===== src/rtl/wfifo_wr_arb.sv =====
// wfifo_wr_arb: round-robin burst arbiter sharing the async FIFO write port among NREQ requesters
module wfifo_wr_arb #(
    parameter int NREQ     = 4,
    parameter int DSIZE    = 8,
    parameter int MAXBURST = 4
) (
    input  logic                  wclk,
    input  logic                  wrst_n,
    input  logic [NREQ-1:0]       req,
    input  logic [NREQ-1:0]       last,
    input  logic [NREQ*DSIZE-1:0] din,
    input  logic                  wfull,
    input  logic                  wfull_almost,
    output logic [NREQ-1:0]       gnt,
    output logic                  winc,
    output logic [DSIZE-1:0]      wdata,
    output logic                  busy
);
    localparam int OW = $clog2(NREQ);
    typedef enum logic {IDLE, GRANT} state_t;
    state_t        state;
    logic [OW-1:0] owner, ptr, win, idx, nxt;
    logic [3:0]    cnt;
    logic          done;
    // Scan from ptr upwards; iterating downwards lets the nearest requester win.
    always_comb begin
        win = ptr;
        idx = '0;
        for (int k = NREQ - 1; k >= 0; k--) begin
            idx = OW'((int'(ptr) + k) % NREQ);
            if (req[idx]) win = idx;
        end
    end
    assign nxt   = OW'((int'(owner) + 1) % NREQ);
    assign busy  = (state == GRANT);
    assign winc  = busy && req[owner] && !wfull;
    assign wdata = busy ? din[int'(owner)*DSIZE +: DSIZE] : '0;
    assign done  = (winc && (last[owner] || cnt + 4'd1 == 4'(MAXBURST))) || !req[owner];
    always_ff @(posedge wclk or negedge wrst_n)
        if (!wrst_n) begin
            state <= IDLE;
            gnt   <= '0;
            owner <= '0;
            ptr   <= '0;
            cnt   <= '0;
        end else if (state == IDLE) begin
            if (|req && !wfull && !wfull_almost) begin
                state <= GRANT;
                owner <= win;
                gnt   <= NREQ'(1) << win;
                cnt   <= '0;
            end
        end else if (done) begin
            state <= IDLE;
            gnt   <= '0;
            ptr   <= nxt;
            cnt   <= '0;
        end else if (winc) begin
            cnt <= cnt + 4'd1;
        end
endmodule


===== config.mk =====
export PLATFORM = sky130hd
export DESIGN_NAME = wfifo_wr_arb
export DESIGN_NICKNAME = d
export VERILOG_FILES = /design/src/rtl/wfifo_wr_arb.sv
export SDC_FILE = /design/constraint.sdc
export NUM_CORES = 1
export LEC_CHECK = 0
export CAP_MARGIN = 15
export CORE_ASPECT_RATIO = 0.8
export CORE_MARGIN = 2
export CORE_UTILIZATION = 30
export CTS_BUF_LIST = sky130_fd_sc_hd__clkbuf_8
export DETAILED_ROUTE_END_ITERATION = 7
export MAX_ROUTING_LAYER = met4
export PLACE_DENSITY_LB_ADDON = 0.15
export SYNTH_ARGS = -nofsm -noshare
export SYNTH_HDL_FRONTEND = slang
export SYNTH_SLANG_ARGS = --single-unit

===== constraint.sdc =====
create_clock -name wclk -period 2.8 [get_ports wclk]
set_input_delay 0.56 -clock wclk [delete_from_list [all_inputs] [get_ports wclk]]
set_output_delay 0.56 -clock wclk [all_outputs]
set_load 0.1 [all_outputs]

# Word level (Yosys, flattened, before mapping)
# Cells that the tools add are included.
# W data, S select, Z words.
[word_totals]
ff_bits = 13
latchBits = 0
mem_bits_rw = 0
rom_bits = 0
inputBits = 44
out_inout_bits = 14
wordCells = 64
memories = 0
[classes]
n_addsub = 5
multipliers = 0
div_mod_pow = 0
magnitude_cmp = 5
eq_ne = 3
shifts = 2
n_mux = 27
bitwise_logic = 1
reduce_logical = 16
[op_table]
columns = ["cell", "count"]
rows = [
  ["$shiftx A32 B6 Y8", 1],
  ["$mux W4", 7],
  ["$lt A2 B3 Y1 const B", 5],
  ["$bmux W1 S2", 6],
  ["$mux W1", 9],
  ["$mux W2", 4],
  ["$mux W8", 1],
  ["$reduce_and A2 Y1", 4],
  ["$logic_and A1 B1 Y1", 5],
  ["$add A2 B1 Y2 const B", 2],
  ["$add A2 B2 Y2 const B", 2],
  ["$add A4 B1 Y4 const B", 1],
  ["$eq A4 B3 Y1 const B", 1],
  ["$reduce_or A4 Y1", 1],
  ["$shl A1 B2 Y4 const A", 1],
  ["$logic_not A1 Y1", 3],
  ["$ne A3 B2 Y1 const B", 1],
  ["$logic_or A1 B1 Y1", 2],
  ["$ne A2 B1 Y1 const B", 1],
  ["$reduce_bool A2 Y1", 1],
  ["$not A1 Y1", 1],
]

# Longest topological paths before layout
[logic_depth]
word_depth = 10
mapped_depth = 6

# Worst setup path after synthesis
# No wires, ideal clock.
[synth_timing]
path_type = "register -> output"
from = "reg state (netlist: busy)"
to = "out winc"
arrival_time_ns = 2.144
required_time_ns = 2.240
path_slack_ns = 0.096
stages_incl_launch_ff = 3
cell_sequence = "dfrtp_1 and3b_1 clkbuf_1"
[synth_between]
elab_chain_cells = 2
[synth_lines]
columns = ["element", "line", "text"]
rows = [
  ["start: declaration", "21", "state_t state;"],
  ["start signal: assignment", "41", "state <= IDLE;"],
  ["start signal: assignment", "48", "state <= GRANT;"],
  ["start signal: assignment", "54", "state <= IDLE;"],
  ["$logic_and A1 B1 Y1 (2 in series)", "36", "assign winc = busy && req[owner] && !wfull;"],
  ["end: declaration", "15", "output logic winc,"],
]
# No other way between the ends.

# Worst setup path in the final report
[layout_timing]
from = "in req[2]"
to = "out winc"
[layout_between]
elab_chain_cells = 4
[layout_lines]
columns = ["element", "line", "text"]
rows = [
  ["start: declaration", "9", "input logic [NREQ-1:0] req,"],
  ["$bmux W1 S2", "36", ""],
  ["$mux W1 (implied by the code)", "36", ""],
  ["$logic_and A1 B1 Y1 (2 in series)", "36", ""],
]
# No other way between the ends. The select of a mux whose other input is x is not followed.

==> results.cfg <==
[yosys]
ys_seq_area_share_pct = 30.77
syn_avg_cell_area_um2 = 10.90
synth-seq-cells = 13
yosysUniqueCellTypes = 36
synthesis.area_um2 = 1057
synth_nets = 143
syn_inst = 97
synth_warnings = 0

[global_routing]
antenna_found_initial = 0
grt_overflow_total = 0
grt_max_degree = 16
grt_pass1_wl_mm = 4.809
grt_pass1_vias = 968
gr-usage-all-layers_pct = 15.67

[timing]
final_max_slew_viol_count = 0
tns_ns = 0
worst_slew_pin_slew_ns = 0.5607
hold_viol = 0
clock_skew_ns = 0.007692
slew_headroom_pct = 62.50
min_period_ns = 2.650
setup_viol = 0
period_share_pct = 94.63
rsz0062_at_grt = no
fmax_mhz = 377.4

[floorplan]
die_h_um = 57.10
rows = 19
core_area_um2 = 3400
die-area_um2 = 4018
ios = 58
initial_utilization_pct = 31.10
die_w_um = 70.37

[worst_setup_path]
path_class = input port to output port
required_ns = 2.24
cp_max_fo = 6
worstSetupStartpointType = input port
crit_path_end_kind = output port
crit_arrival_ns = 2.09

[cells_and_area]
final_layout_size_suffix_gt1_share_pct = 23.08
regArea_um2 = 325.3
area_growth_pct = 70.30
n_antenna_cell = 0
fill_cells = 309
post-route-util_pct = 52.96
num-nets-final = 203
final_area_um2 = 1800
multi_input_area_um2 = 688.2

[power]
leakage_nw = 0.7317
vdd_drop_max_v = 0.0006568
power_density_nw_per_um2 = 1172
power_mw = 2.109

[cts]
htreeDepth = 1
cts_root_buf = clkbuf_8
insertion_delay_ns = 0.24
cts_resized = 0
clockBufferDepth = 2
cts_buffers = 3
path_clk_slew_ns = 0.05
cts.sinks = 13
postCtsHoldBufs = 0
post-cts-setup-buffers = 0
cts_tree = done

[routing]
dr.pass1.iters = 4
drt_iter0_markers = 24
drt-total-wl_mm = 3.066
detail_route.wl_per_cell_um = 15.48
ant_nets = 0
vias = 1074
drc_errors = 0
routed_via_density = 5.424

[worst_hold_path]
min_path_type = register to register

[placement]
gp_congestion = 0.8237
dp_hpwl_mm = 2.472
port_buffers = 57
dpl-instance-area_um2 = 1755

[flow_run]
maxCapViolCount = 0

[run_status]
outcome = completed
[sequential cells by signal, summed over array words and instances (netlist names)]
register  count
cnt           4
gnt           4
owner         2
ptr           2
busy          1
[cells in the mapped netlist (all sizes together)]
| cell type | n | area share (%) |
|---|---|---|
| a211o | 1 | 0.83 |
| a21bo | 1 | 0.95 |
| a21oi | 4 | 1.9 |
| a2bb2oi | 1 | 0.83 |
| a311oi | 1 | 1.4 |
| a31o | 2 | 1.7 |
| a31oi | 3 | 1.8 |
| a32o | 2 | 1.9 |
| and2 | 8 | 4.7 |
| and3b | 2 | 1.7 |
| and4bb | 1 | 1.2 |
| buf | 4 | 2.4 |
| clkbuf | 2 | 0.71 |
| dfrtp | 13 | 31 |
| ha | 2 | 2.4 |
| inv | 3 | 1.1 |
| mux2i | 2 | 1.9 |
| mux4 | 10 | 21 |
| nand2 | 8 | 2.8 |
| nand3 | 1 | 0.47 |
| nand3b | 3 | 2.1 |
| nor2 | 3 | 1.1 |
| nor2b | 3 | 1.8 |
| nor3b | 1 | 0.71 |
| o211a | 1 | 0.95 |
| o211ai | 1 | 0.71 |
| o21ai | 3 | 1.4 |
| o22a | 1 | 0.83 |
| o22ai | 2 | 1.2 |
| o311a | 1 | 0.95 |
| o32ai | 4 | 3.3 |
| or4 | 1 | 0.71 |
| xnor2 | 2 | 1.7 |
[power breakdown]
part,switching (mW),leakage (nW),internal (mW)
Clock,0.0620,0.0269,0.0963
Sequential,0.0829,0.168,0.257
Combinational,1.01,0.536,0.603
Total,1.15,0.732,0.956
[cell type report]
type,count,share of cell area [%]
clock buffers,3,2.293
clock inverters,1,0.2085
inverters,3,0.6254
multi-input cells,75,38.22
flip-flops and latches,13,18.07
well taps,42,2.919
repair buffers,61,37.66
[metal layers]
metal | track usage, % | up-vias | routed length [um]
li1 | - | 505 | -
met1 | 21.36 | 508 | 1403
met2 | 25.07 | 59 | 1419
met3 | 2.827 | 2 | 234
met4 | 2.473 | 0 | 8
met5 | - | - | 0
[metrics by stage]
step / hold WS [ns] / instances / setup slack [ns]
6_report: 0.5294 / 198 / 0.1505
5_1_grt: 0.5724 / 198 / 0.09055
4_1_cts: 0.5311 / 198 / 0.1512
2_1_floorplan: 0.2644 / 97 / 0.09630
3_3_place_gp: 0.5257 / 194 / 0.1958
3_5_place_dp: 0.5276 / 194 / 0.1566
[final timing paths]
path | from | endpoint | slack, ns | depth (start not counted)
max in group asynchronous | wrst_n | cnt[1]$_DFFE_PN0P_ | 1.74 | 1
worst min-delay path | cnt[2]$_DFFE_PN0P_ | cnt[2]$_DFFE_PN0P_ | 0.53 | 1
min in group asynchronous | wrst_n | gnt[0]$_DFFE_PN0P_ | 0.68 | 1
worst max-delay path | req[2] | winc | 0.15 | 4
worst min register to register | cnt[2]$_DFFE_PN0P_ | cnt[2]$_DFFE_PN0P_ | 0.53 | 1
worst max register to register | owner[0]$_DFFE_PN0P_ | cnt[2]$_DFFE_PN0P_ | 0.89 | 5
[cells by family (layout without fill, tap and decap cells)]
family | after synthesis | after routing | share of synthesized area (%)
muxes | 12 | 12 | 23.20
DFF | 13 | 13 | 30.77
and+or+nand+nor | 31 | 31 | 17.28
AOI/OAI and AO/OA | 28 | 28 | 20.59
xor gates and xnor gates | 2 | 2 | 1.657
adders and majority gates | 2 | 2 | 2.366
buffers and inverters | 9 | 68 | 4.142
[cells in the final DEF, fill, tap and decap left out, drive strengths merged, types with 2 or more instances in the layout]
master,n
a21oi,4
a31o,2
a31oi,3
a32o,2
and2,8
and3b,2
buf,18
clkbuf,3
clkdlybuf4s50,43
dfrtp,13
ha,2
inv,4
mux2i,2
mux4,10
nand2,8
nand3b,3
nor2,3
nor2b,3
o21ai,3
o22ai,2
o32ai,4
xnor2,2
[critical path: stages]
cell and delay, ns:
clkdlybuf4s50_1 0.49, mux4_2 0.55, and3b_1 0.28, buf_12 0.20
No activity file was read; power rests on OpenSTA's default activity.
